==> src/rtl/snn_pkg.sv <==
// Shared definitions for the spiking-network datapath: the Q10.8 number
// format, its saturation limits, the synapse FSM encoding and the
// Izhikevich neuron constants used by the neuron update block.
package snn_pkg;

  // Q10.8 signed fixed point: 10 integer bits (incl. sign), 8 fraction bits.
  localparam int Q_W    = 18;
  localparam int Q_FRAC = 8;

  // Saturation limits: +511.996 and -512.0.
  localparam logic [Q_W-1:0] Q_MAX = 18'h1FFFF;
  localparam logic [Q_W-1:0] Q_MIN = 18'h20000;

  typedef logic signed [Q_W-1:0] q_t;

  // Synapse integrator FSM. One pass through DECAY/ACCUM/UPDATE per time step.
  typedef enum logic [1:0] {
    ST_IDLE   = 2'd0,
    ST_DECAY  = 2'd1,
    ST_ACCUM  = 2'd2,
    ST_UPDATE = 2'd3
  } syn_state_t;

  // Izhikevich regular-spiking neuron constants, in Q10.8.
  localparam q_t NRN_A      = 18'sd5;       // a = 0.02  (0.02 * 256 = 5.12)
  localparam q_t NRN_B      = 18'sd51;      // b = 0.2   (0.2  * 256 = 51.2)
  localparam q_t NRN_C      = -18'sd16640;  // c = -65 mV reset potential
  localparam q_t NRN_D      = 18'sd2048;    // d = 8     recovery increment
  localparam q_t NRN_V_PEAK = 18'sd7680;    // spike threshold, +30 mV
  localparam q_t NRN_V_INIT = -18'sd16640;  // resting membrane potential

endpackage

==> src/rtl/sat_add18.sv <==
// Combinational 18-bit signed adder that clamps to the Q10.8 limits instead
// of wrapping. Shared by the synapse integrator and the neuron datapath.
module sat_add18
  import snn_pkg::*;
(
  input  logic [Q_W-1:0] a,
  input  logic [Q_W-1:0] b,
  output logic [Q_W-1:0] sum
);

  logic [Q_W:0] wide;

  // Sign-extend into a 19-bit sum; a disagreement between the top two bits
  // means the true result does not fit in 18 bits.
  always_comb begin
    wide = {a[Q_W-1], a} + {b[Q_W-1], b};
    sum  = wide[Q_W-1:0];
    if (wide[Q_W] != wide[Q_W-1]) begin
      sum = wide[Q_W] ? Q_MIN : Q_MAX;
    end
  end

endmodule

==> src/rtl/synapse_current.sv <==
// Synaptic current integrator. Each simulation time step a presynaptic spike
// enters an axonal delay line; the spike leaving the line adds the synaptic
// weight to an exponentially decaying current that feeds the next neuron.
//
// Step handshake: `step` is a one-cycle request accepted only while `busy` is
// low. An accepted step at cycle T produces a one-cycle `i_valid` at T+3 with
// `i_exc` updated in that same cycle and held until the next update. A `step`
// seen while `busy` is high (including the `i_valid` cycle) is dropped and
// latches `step_err` until reset.
module synapse_current
  import snn_pkg::*;
#(
  parameter int DELAY       = 2,  // axonal delay in steps, 1..15
  parameter int DECAY_SHIFT = 3   // tau = 2^DECAY_SHIFT steps, 1..8
) (
  input  logic           clk,
  input  logic           reset,
  input  logic           step,
  input  logic           spike_in,
  input  logic [Q_W-1:0] weight,
  output logic [Q_W-1:0] i_exc,
  output logic           i_valid,
  output logic           busy,
  output logic           step_err,
  output syn_state_t     state_dbg
);

  syn_state_t             state;
  logic [DELAY-1:0]       dly_q;
  logic [DELAY-1:0]       dly_next;
  logic                   fire;
  logic [Q_W-1:0]         i_dec;
  logic [Q_W-1:0]         dec_next;
  logic signed [Q_W-1:0]  dec_tail;
  logic [Q_W-1:0]         sum_w;
  logic [Q_W-1:0]         i_sum;

  // Delay line shifted one place toward the output with the new spike at bit 0.
  always_comb begin
    dly_next    = '0;
    dly_next[0] = spike_in;
    for (int k = 1; k < DELAY; k++) begin
      dly_next[k] = dly_q[k-1];
    end
  end

  // Exponential decay; once the decrement rounds to 0 or -1 the current is
  // snapped to zero so a small residual cannot hang around forever.
  always_comb begin
    dec_tail = $signed(i_exc) >>> DECAY_SHIFT;
    dec_next = i_exc - dec_tail;
    if (dec_tail == '0 || dec_tail == '1) begin
      dec_next = '0;
    end
  end

  sat_add18 u_sat (
    .a   (i_dec),
    .b   (weight),
    .sum (sum_w)
  );

  // Only a spike emerging from the delay line adds the weight.
  always_comb begin
    i_sum = fire ? sum_w : i_dec;
  end

  // Step sequencer: capture spike, decay, accumulate and publish the current.
  always_ff @(posedge clk) begin
    if (reset) begin
      state    <= ST_IDLE;
      dly_q    <= '0;
      fire     <= 1'b0;
      i_dec    <= '0;
      i_exc    <= '0;
      i_valid  <= 1'b0;
      step_err <= 1'b0;
    end else begin
      i_valid <= 1'b0;
      if (step && state != ST_IDLE) begin
        step_err <= 1'b1;
      end
      case (state)
        ST_IDLE: begin
          if (step) begin
            dly_q <= dly_next;
            fire  <= dly_q[DELAY-1];
            state <= ST_DECAY;
          end
        end
        ST_DECAY: begin
          i_dec <= dec_next;
          state <= ST_ACCUM;
        end
        ST_ACCUM: begin
          // Result lands here so it is already visible during UPDATE.
          i_exc   <= i_sum;
          i_valid <= 1'b1;
          state   <= ST_UPDATE;
        end
        ST_UPDATE: begin
          state <= ST_IDLE;
        end
        default: begin
          state <= ST_IDLE;
        end
      endcase
    end
  end

  assign busy      = (state != ST_IDLE);
  assign state_dbg = state;

endmodule

==> config.mk <==
export PLATFORM = sky130hd
export DESIGN_NAME = synapse_current
export DESIGN_NICKNAME = d
export VERILOG_FILES = /design/src/rtl/snn_pkg.sv /design/src/rtl/sat_add18.sv /design/src/rtl/synapse_current.sv
export SDC_FILE = /design/constraint.sdc
export NUM_CORES = 1
export LEC_CHECK = 0
export ABC_AREA = 1
export BUFFER_PORTS_ARGS = -buffer_cell sky130_fd_sc_hd__buf_2
export CORE_MARGIN = 1
export CORE_UTILIZATION = 65
export CTS_CLUSTER_SIZE = 28
export DETAILED_ROUTE_END_ITERATION = 16
export PLACE_DENSITY = 0.87
export SETUP_SLACK_MARGIN = 0.2
export SLEW_MARGIN = 30
export SYNTH_ARGS = -nofsm -noshare
export SYNTH_HDL_FRONTEND = slang
export SYNTH_SLANG_ARGS = --single-unit
export TNS_END_PERCENT = 100
==> constraint.sdc <==
create_clock -name clk -period 7.25 [get_ports clk]
set_clock_uncertainty 0.2 [all_clocks]
set_input_delay 1.45 -clock clk [delete_from_list [all_inputs] [get_ports clk]]
set_output_delay 1.45 -clock clk [all_outputs]
set_load 0.05 [all_outputs]
; ---- After elaboration in Yosys (flattened, before gate mapping)
; Cells that the tools add are included.
[totals]
wordCells = 28
inputBits = 22
reg_bits = 43
[op_classes]
muxes = 7
n_eq_ne = 6
addsub = 2
reduce_logical = 6
[ops]
columns = cell, count
row1 = 2-to-1 mux 18 bit, 4
row2 = adder 18 x 18 -> 19 bit, 1
row3 = "equality test 18 bit, second input constant", 1
row4 = logical NOT 18 bit, 1
row5 = subtractor 18 bit, 1
row6 = one-hot mux 2 bit (4 select lines), 1
row7 = "equality test 2 bit, second input constant", 2
row8 = "equality test 2 x 1 -> 1 bit, second input constant", 1
row9 = logical NOT 2 bit, 1
row10 = 2-to-1 mux 2 bit, 1
row11 = "inequality test 2 bit, second input constant", 1
row12 = AND reduction 2 bit, 1
row13 = nonzero test 2 bit, 1
row14 = logical AND 1 bit, 1
row15 = logical OR 1 bit, 1
row16 = 2-to-1 mux 1 bit, 1
row17 = inequality test 1 bit, 1

; ---- Depth between registers and ports, before layout
; Gate-level depths: netlist of run 1.
[depth]
word_depth = 4
mapped_depth = 17
mapped_depth_nobuf = 16

; ---- Hierarchy
; From an unflattened synthesis of run 1, not the netlist that was laid out.
[hier_totals]
cells_unflattened = 641
area_unflattened_um2 = 4097.7
[by_module_without_submodules]
columns = mod, n_inst, area_each_um2, seq_area_each_um2, cells_per_inst
row1 = synapse_current, 1, 2820.2, 860.8, 433
row2 = sat_add18, 1, 1277.5, 0.0, 208

; ---- Least setup slack after synthesis of run 1
; Ideal clock, no wire load.
[synth_timing]
path_type = in2reg
start = input weight[0]
end = register i_exc[12]
arrival_time_ns = 3.054
setup_slack_ns = 3.863
setup_ns = 0.133
path_buffers = 1
stages = 13
path_cell_list = ha_1 > fa_1 > nand3_1 > nand3_2 > nand2_1 > nand2_1 > nand2_1 > nand2_2 > a21oi_4 > buf_6 > nand2_1 > nand2_1 > a21oi_2
[synth_between]
elab_chain_len = 4
word_cells_on_any_way = 5
[synth_lines]
columns = item, line_no
row1 = "start, declared", synapse_current.sv:20  ; input logic [Q_W-1:0] weight,
row2 = adder 18 x 18 -> 19 bit *, sat_add18.sv:16  ; wide = {a[Q_W-1], a} + {b[Q_W-1], b};
row3 = 2-to-1 mux 18 bit / inequality test 1 bit (equally long branches), "sat_add18.sv:19, sat_add18.sv:18"
row4 = 2-to-1 mux 18 bit *, sat_add18.sv:18  ; if (wide[Q_W] != wide[Q_W-1]) begin
row5 = 2-to-1 mux 18 bit *, synapse_current.sv:65  ; i_sum = fire ? sum_w : i_dec;
row6 = "end signal, assigned", synapse_current.sv:97  ; i_exc <= i_sum;
row7 = "end, declared", synapse_current.sv:21  ; output logic [Q_W-1:0] i_exc,
; Mark *: on every way between the ends. The rest lies on a longest branch, timed or not.
; A chain may end at the register's enable or synchronous reset.

; ---- Worst setup path in the final report of run 1
[layout_timing]
start = input weight[0]
end = register i_exc[10]
; The elaborated chain is that of the path after synthesis.

==> out/summary.txt, run 1 <==
Outcome = finished, final reports clean
Post-synth EDFFs = 0
Root buffer cell = clkbuf_8
Average routed wire per standard cell = 14.62 µm
Fin nets = 716
Max Clk Rate = 286.8 MHz
Die area = 0.006452 mm²
Leakage = 2.060 nW
Crit path launch type = primary input
Max Cap Viol = 0
Syn_nets = 678
Core ar. = 0.005921 mm²
GPL Wtd Cong = 0.9411
H-tree Lvls = 2
Filler cells = 525
Critical-path top delay cell = fa_1
Clk sinks = 43
Mean Syn Cell Area = 6.473 µm²
I/O pin cnt = 45
Slew Limit Headroom = 42.09%
Crit path max-delay family = simple AND/OR/NAND/NOR gates
CP arrival = 3.44 ns
Pre-Repair DR Iteration Count = 5
Most numerous cell in the Yosys netlist = nand2_1
Cells after Synth = 616
Largest net degree at the start of global routing = 37
CTS resizes = 0
First-pass GRT wire length = 17.51 mm
Vias in the first global route = 3759
Max Slew Vio Count = 0
Via/cell ratio = 5.738
Wire length on met3 = 700 µm
Drt drc = 0
VDD IR-drop max = 334.3 µV
Overall power = 1.834 mW
Post-route design area = 0.004287 mm²
Detailed Place HPWL = 8.300 mm
Hold Vio Cnt, Final = 0
Port bufs = 44
Crit Path Max Fanout = 14
Setup ws final = 3.763 ns
Worst-case clock buffer depth = 2
Yosys cell types = 39
Setup_tns = 0 ns
Register area share after synthesis = 21.59%
Most common cell on crit path = nand2_1
Met1 Wirelength = 4.719 mm
Area of the multi-input gates = 0.002783 mm²
Initial Utilization = 67.35%
Iter 0 DRT Violations = 368
Area share of the largest cell type after synthesis = 21.59%
GRT Total Usage = 34.78%
Asr flop ratio synth = 0%
CP Class = in -> reg
CTS clk-pin slew, worst paths = 0.09 ns
Post-DRT Antenna Nets = 0
Via Count = 4189
Worst-Skew Late Latency = 0.30 ns
Die height = 80.33 µm
Post-CTS Setup Inserts = 0
Endpoints failing setup = 0
Fin Hold WS = 0.2831 ns
Fin util = 72.40%
Synthesis-stage register bit count = 43
Crit share post-route = 48.10%
Initial antenna violation count = 0
Fin crit period = 3.487 ns
Yosys Warn Count = 0
Pre-CTS setup slack = 3.474 ns
Max stage delay on crit path = 0.46 ns
Worst slew pin tran = 0.8676 ns
CTS tree = built
Placed cell area = 0.004190 mm²
Die width = 80.33 µm
Cell area after synthesis = 0.003988 mm²
Antenna Cells = 0
Crit end category = flip-flop
Total grt overflow = 0
Yosys top cell by area = dfxtp_1
Synth Flop Type = dfxtp_1
Buffers & Inverters on Critical Path = 1
RSZ-0062 raised after global routing = false
Detailed Route WL = 10.68 mm
Highest Signal Layer = met4
Dominant cells by area after synthesis = dfxtp_1, nand2_1, ha_1
CTS Buf Count = 5
Pwr/cell area = 427.8 mW/mm²
FP Rows = 28
Post-synth top cells = nand2_1, nor2_1, inv_1, a21oi_1, dfxtp_1
Critical Path RT = 7.21 ns
WL met2 = 5.001 mm
Crit-path cells = buf_2, ha_1, fa_1, nand3_1, nand3_2, nand2_1, nand2_1, nand2_1, nand2_2, a21oi_4, nand2_1, nand2_1, a21oi_2
Layout area overhead = 7.499%
HP Class = reg -> reg
Share of layout cells above drive strength 1 = 16.18%
Cts hold-fix bufs = 0
Reg area = 860.8 µm²
Non-filler instance count after layout = 730
Placed cell count = 722
[cells in the final DEF (no fill, tap or decap), drive strengths merged, types with 7 or more instances in the layout]
| master | n |
|---|---|
| or2 | 7 |
| inv | 60 |
| nand4 | 7 |
| buf | 45 |
| nand3 | 41 |
| nor4 | 8 |
| ha | 38 |
| dfxtp | 43 |
| o21ai | 29 |
| a21oi | 74 |
| nand2 | 184 |
| nor2 | 68 |
| xor2 | 9 |
[sequential cells by signal (all words and copies together), names as in the netlist]
signal     count
dly_q          2
fire           1
i_dec         18
i_exc         18
i_valid        1
state_dbg      2
step_err       1
[worst register-to-register path, cell delays in order, from the launching register on]
cell and delay (ns):
dfxtp_1 0.56, ha_1 0.25, inv_1 0.10, fa_1 0.42, nand3_1 0.11, nand3_1 0.12
nand2_1 0.09, nand3_1 0.15, nand4_1 0.14, nand4_1 0.11, or2_2 0.29, nand3_1 0.08
a21oi_1 0.07
[cell families (layout without fill, tap and decap cells)]
family / after synthesis / after routing / synth area share (%)
AO/OA/AOI/OAI: 119 / 119 / 17.67
XOR/XNOR: 15 / 15 / 3.295
adder cells (fa/ha/maj): 40 / 40 / 12.93
buffers and inverters: 74 / 113 / 8.629
flip-flops: 43 / 43 / 21.59
AND/OR/NAND/NOR: 325 / 325 / 35.90
[per-layer routing]
metal | track usage, % | up-vias
li1 | - | 2122
met1 | 45.77 | 1862
met2 | 58.46 | 180
met3 | 5.114 | 25
met4 | 10.18 | 0
met5 | 0 | -
[layout make-up]
type | count | share of cell area (%)
clock inverters | 2 | 0.3211
flip-flops and latches | 43 | 20.08
repair buffers | 45 | 5.312
well taps | 75 | 2.189
inverters | 60 | 5.254
clock buffers | 6 | 1.926
multi-input cells | 499 | 64.92
[report_power, final]
| group | internal, mW | switching, mW | total [mW] |
|---|---|---|---|
| Combinational | 0.423 | 0.869 | 1.29 |
| Clock | 0.0780 | 0.0857 | 0.164 |
| Sequential | 0.295 | 0.0827 | 0.378 |
[final timing paths]
path	from	end	slack [ns]	depth (start not counted)
setup / recovery	weight[0]	i_exc[10]	3.76	13
setup reg to reg	i_exc[3]	i_dec[16]	4.42	12
hold / removal	dly_q[1]	dly_q[1]	0.28	2
hold reg to reg	dly_q[1]	dly_q[1]	0.28	2
Note: power is estimated with default switching activity, not from simulation.
==> inputs of run 2 (changes only) <==
- CORE_UTILIZATION: 65 -> 54
- PLACE_DENSITY: 0.87 -> 0.77
- clock period: 7.25 -> 3.01 ns (I/O delays scaled with it)
==> out/summary.txt, run 2 (synthesis gave the netlist of run 1 again) <==
Outcome = finished, final reports clean
GRT Total Usage = 29.39% (-5.4 points)
Register-to-Register Path Depth = 10 (-2)
CTS Buf Count = 5 (unchanged)
Clk sinks = 43 (unchanged)
Most frequent cells in the layout = nand2_1, nor2_1, inv_1
Total grt overflow = 0 (unchanged)
Placed cell area = 0.004247 mm² (+1.3%)
Hold Path Depth = 2 (unchanged)
Non-filler instance count after layout = 755 (+3.4%)
Initial Utilization = 57.42% (-9.9 points)
Average routed wire per standard cell = 14.28 µm (-2.3%)
CP arrival = 2.59 ns (-0.85 ns)
Die height = 87.93 µm (+9.5%)
Setup_tns = 0 ns (unchanged)
Post-CTS Setup Inserts = 0 (unchanged)
H-tree Lvls = 2 (unchanged)
I/O pin cnt = 45 (unchanged)
Most common cell on crit path = nand2_1
CP Class = in -> reg
CP Depth = 13 (unchanged)
Die area = 0.007732 mm² (+20%)
Detailed Place HPWL = 8.729 mm (+5.2%)
Worst-Skew Late Latency = 0.32 ns (+0.02 ns)
Critical Path RT = 3.00 ns (-4.21 ns)
Post-route design area = 0.004363 mm² (+1.8%)
CTS resizes = 0 (unchanged)
Endpoints failing setup = 0 (unchanged)
Fin nets = 720 (+0.56%)
CTS tree = built
Crit path launch type = primary input
Placed cell count = 747 (+3.5%)
Initial antenna violation count = 0 (unchanged)
Port bufs = 44 (unchanged)
Crit share post-route = 86.51%
Iter 0 DRT Violations = 236 (-36%)
Crit Path Max Fanout = 14 (unchanged)
Detailed Route WL = 10.78 mm (+1.0%)
Drt drc = 0 (unchanged)
Pre-Repair DR Iteration Count = 5 (unchanged)
Crit-path cells = buf_2, ha_1, fa_1, nand3_1, nand3_2, nand2_1, nand2_1, nand2_1, nand2_2, a21oi_4, nand2_1, nand2_1, a21oi_2
Fin crit period = 2.604 ns
Critical-path top delay cell = fa_1
Buffers & Inverters on Critical Path = 1 (unchanged)
FP Rows = 30 (+7.1%)
Cts hold-fix bufs = 0 (unchanged)
First-pass GRT wire length = 17.78 mm (+1.5%)
Antenna Cells = 0 (unchanged)
Max stage delay on crit path = 0.47 ns (about the same)
RSZ-0062 raised after global routing = false
Max Clk Rate = 384.0 MHz
Die width = 87.93 µm (+9.5%)
Filler cells = 669 (+27%)
Post-DRT Antenna Nets = 0 (unchanged)
Worst slew pin tran = 0.8663 ns (-0.001329 ns)
Max Cap Viol = 0 (unchanged)
Worst-case clock buffer depth = 2 (unchanged)
Crit end category = flip-flop
Via Count = 4170 (-0.45%)
Commonest non-fill, non-tap cell in the layout = nand2_1
Via/cell ratio = 5.523 (-3.7%)
Vias in the first global route = 3783 (+0.64%)
Core ar. = 0.006944 mm² (+17%)
Largest registers = i_dec x18, i_exc x18
GPL Wtd Cong = 0.9437 (+0.28%)
Slew Limit Headroom = 42.18% (+0.089 points)
Share of layout cells above drive strength 1 = 16.69% (+0.51 points)
Max Slew Vio Count = 0 (unchanged)
Largest net degree at the start of global routing = 31 (-16%)
Root buffer cell = clkbuf_8
Hold Vio Cnt, Final = 0 (unchanged)
Fin util = 62.83% (-9.6 points)
VDD IR-drop max = 750.4 µV (+120%)
Layout area overhead = 9.413%
Overall power = 4.513 mW (+150%)
HP Class = reg -> reg
Pwr/cell area = 1034 mW/mm² (+140%)
Crit path max-delay family = simple AND/OR/NAND/NOR gates
Leakage = 2.088 nW (+1.4%)
CTS clk-pin slew, worst paths = 0.09 ns (about the same)
[run 2: cell types whose count changed in the layout (fill, tap and decap cells not counted), sizes merged]
cell / delta
buf: +4
bufinv: +1
clkbuf: -1
[run 2: final cells by class]
type	instances	area (µm²)	area share, %
Clock buffer	5	68.82	1.577
Clock inverter	3	47.55	1.090
Inverter	60	225.2	5.162
Multi-Input combinational cell	499	2783	63.78
Sequential cell	43	860.8	19.73
Tap cell	96	120.1	2.753
Timing Repair Buffer	49	257.7	5.908
[run 2: power by group]
group	internal, mW	leakage [nW]	switching (mW)
Sequential	0.710	0.349	0.161
Clock	0.252	0.0587	0.227
Combinational	1.02	1.68	2.14
Total	1.99	2.09	2.53
[run 2: path summary, 6_finish.rpt]
path                                 from        end  slack [ns]
worst max-delay path            weight[0]  i_exc[14]        0.41
worst min-delay path             dly_q[1]   dly_q[1]        0.30
worst max register to register   i_exc[4]  i_dec[15]        0.42
worst min register to register   dly_q[1]   dly_q[1]        0.30
[run 2: stage by stage]
stage | hold WS [ns] | setup slack, ns
6_report | 0.3043 | 0.4060
2_1_floorplan | 0.2484 | 0.3668
5_1_grt | 0.3339 | 0.2111
4_1_cts | 0.3117 | 0.4018
3_5_place_dp | 0.2925 | 0.08436
3_3_place_gp | 0.2520 | 0.1666
[run 2: tightest hold or removal path: cells and delay by family, from the launching register on]
family | cells | cell delay, ns
flip-flops | 1 | 0.32
AND/OR/NAND/NOR | 2 | 0.15
[run 2: per-layer routing]
layer  GRT usage, %  vias to the layer above  part of all wire (%)
met5              0                        -                     0
met4          6.855                        0                   1.8
met3          3.770                       18                   4.8
met2          49.26                      132                    46
met1          40.08                     1896                    47
li1               -                     2124                     -
==> inputs of run 3 (changes only) <==
--- a/config.mk
+++ b/config.mk
@@ -8,5 +8,5 @@
 export ABC_AREA = 1
 export BUFFER_PORTS_ARGS = -buffer_cell sky130_fd_sc_hd__buf_2
-export CORE_MARGIN = 1
+export CORE_MARGIN = 2
 export CORE_UTILIZATION = 54
 export CTS_CLUSTER_SIZE = 28
--- a/constraint.sdc
+++ b/constraint.sdc
@@ -3,3 +3,3 @@
 set_input_delay 0.602 -clock clk [delete_from_list [all_inputs] [get_ports clk]]
 set_output_delay 0.602 -clock clk [all_outputs]
-set_load 0.05 [all_outputs]
+set_load 0.02 [all_outputs]
==> out/summary.txt, run 3 (synthesis gave the netlist of run 1 again) <==
CTS resizes = 0 (unchanged)
Iter 0 DRT Violations = 308 (+31%)
Sw Ratio = 52.98% (-3.0 points)
Initial Utilization = 55.27% (-2.2 points)
CTS tree = built
I/O pin cnt = 45 (unchanged)
Detailed Place HPWL = 8.752 mm (+0.27%)
Post-DRT Antenna Nets = 0 (unchanged)
Hold Vio Cnt, Final = 0 (unchanged)
Via/cell ratio = 5.515 (-0.16%)
CP Launch Point = weight[0]
CP arrival = 2.56 ns (-0.03 ns)
Total grt overflow = 0 (unchanged)
GRT Total Usage = 27.36% (-2.0 points)
Crit-path cells = buf_2, ha_1, fa_1, nand3_1, nand3_2, nand2_1, nand2_1, nand2_1, nand2_2, a21oi_4, nand2_1, nand2_1, a21oi_2
Max Slew Vio Count = 0 (unchanged)
Antenna Cells = 0 (unchanged)
Largest registers = i_dec x18, i_exc x18
Share of layout cells above drive strength 1 = 16.54% (-0.15 points)
Power Internal = 2.066 mW (+4.0%)
Most frequent cells in the layout = nand2_1, nor2_1, inv_1
H-tree Lvls = 2 (unchanged)
Fin nets = 720 (unchanged)
Max Cap Viol = 0 (unchanged)
Commonest non-fill, non-tap cell in the layout = nand2_1
Worst R2R End = i_exc[14]
Die width = 89.93 µm (+2.3%)
Leakage = 2.095 nW (+0.32%)
Worst-Skew Late Latency = 0.30 ns (-0.02 ns)
Worst-case clock buffer depth = 2 (unchanged)
Slew Limit Headroom = 42.32% (+0.14 points)
Detailed Route WL = 11.07 mm (+2.7%)
Max Clk Rate = 386.2 MHz (+0.56%)
RSZ-0062 raised after global routing = false
Area of the multi-input gates = 0.002783 mm² (unchanged)
Setup_tns = 0 ns (unchanged)
R2R setup slack = 0.47 ns (+0.05 ns)
Crit path launch type = primary input
Initial antenna violation count = 0 (unchanged)
Root buffer cell = clkbuf_8
Via Count = 4180 (+0.24%)
CTS Buf Count = 5 (unchanged)
Crit end category = flip-flop
Max stage delay on crit path = 0.45 ns (-0.02 ns)
Pwr/cell area = 1003 mW/mm² (-3.1%)
Post-route design area = 0.004383 mm² (+0.46%)
Critical-path top delay cell = fa_1
Crit share post-route = 86.03% (-0.49 points)
Worst reg2reg path startpoint = i_dec[4]
Vias in the first global route = 3968 (+4.9%)
CP endpoint = i_exc[14]
Fin crit period = 2.589 ns (-0.01461 ns)
Clk sinks = 43 (unchanged)
First-pass GRT wire length = 18.47 mm (+3.9%)
Outcome = finished, final reports clean
Gate power share = 67.9% (-2.2 points)
Post-CTS Setup Inserts = 0 (unchanged)
Endpoints failing setup = 0 (unchanged)
Pre-Repair DR Iteration Count = 5 (unchanged)
Core ar. = 0.007214 mm² (+3.9%)
Register-to-Register Path Depth = 13 (+3)
Clock Power Share = 12.0% (+1.4 points)
Overall power = 4.395 mW (-2.6%)
Most common cell on crit path = nand2_1
Critical Path RT = 2.98 ns (-0.02 ns)
Filler cells = 743 (+11%)
CTS clk-pin slew, worst paths = 0.09 ns (about the same)
Average routed wire per standard cell = 14.61 µm (+2.3%)
Sw Pwr = 2.328 mW (-7.8%)
Die area = 0.008087 mm² (+4.6%)
Largest net degree at the start of global routing = 31 (unchanged)
Port bufs = 44 (unchanged)
Reg area = 860.8 µm² (unchanged)
Drt drc = 0 (unchanged)
HP Class = reg -> reg
VDD IR-drop max = 624.1 µV (-17%)
CP Class = in -> reg
Die height = 89.93 µm (+2.3%)
Sequential share of power = 20.1% (+0.8 points)
Crit Path Max Fanout = 14 (unchanged)
Placed cell area = 0.004250 mm² (about the same)
Worst slew pin tran = 0.8642 ns (-0.002118 ns)
Layout area overhead = 9.915%
GPL Wtd Cong = 0.9810 (+4.0%)
Cts hold-fix bufs = 0 (unchanged)
FP Rows = 31 (+3.3%)
run 3: power by group through the flow:
| stage | combinational [mW] | clock, mW | sequential, mW |
|---|---|---|---|
| finish | 2.98 | 0.529 | 0.881 |
| global route | 3.37 | 0.562 | 0.893 |
| CTS | 2.95 | 0.533 | 0.872 |
| detailed placement | 2.92 | 0 | 0.882 |
| global placement | 2.87 | 0 | 0.877 |
| floorplan | 2.28 | 0 | 0.910 |
run 3: worst max-delay path: cells and delay by family:
kind / cells / cell delay, ns
fa+ha+maj: 2 / 0.69
compound gates: 2 / 0.40
buf+inv: 1 / 0.10
simple gates: 8 / 0.76
run 3: routing by layer:
layer | track usage, % | share of wire, % | wire (µm)
met3 | 2.766 | 4.3 | 473
met5 | 0 | 0 | 0
met4 | 7.436 | 1.4 | 155
met2 | 46.59 | 47 | 5166
met1 | 37.13 | 48 | 5275
run 3: worst min path at each step:
stage	start	endpoint	slack, ns	cells after the start
6_report	dly_q[0]	dly_q[0]	0.29	2
5_1_grt	i_dec[16]	i_dec[16]	0.32	2
4_1_cts	dly_q[0]	dly_q[0]	0.29	2
3_5_place_dp	dly_q[0]	dly_q[0]	0.27	2
3_3_place_gp	step_err	step_err	0.25	2
2_1_floorplan	dly_q[0]	dly_q[0]	0.25	2
run 3: through the flow:
stage	worst slack [ns]	util (%)	cells	hold slack, ns
5_1_grt	0.2540	60.75	758	0.3248
2_1_floorplan	0.4709	-	616	0.2484
6_report	0.4206	60.75	758	0.2896
3_3_place_gp	0.1772	58.91	750	0.2540
3_5_place_dp	0.1141	58.91	750	0.2708
4_1_cts	0.4029	60.75	758	0.2910
run 3: cell type report:
| cell class | instances | area share, % |
|---|---|---|
| multi-input cells | 499 | 63.49 |
| well taps | 99 | 2.826 |
| repair buffers | 49 | 5.881 |
| inverters | 60 | 5.138 |
| clock buffers | 6 | 1.656 |
| flip-flops and latches | 43 | 19.64 |
| clock inverters | 2 | 1.370 |
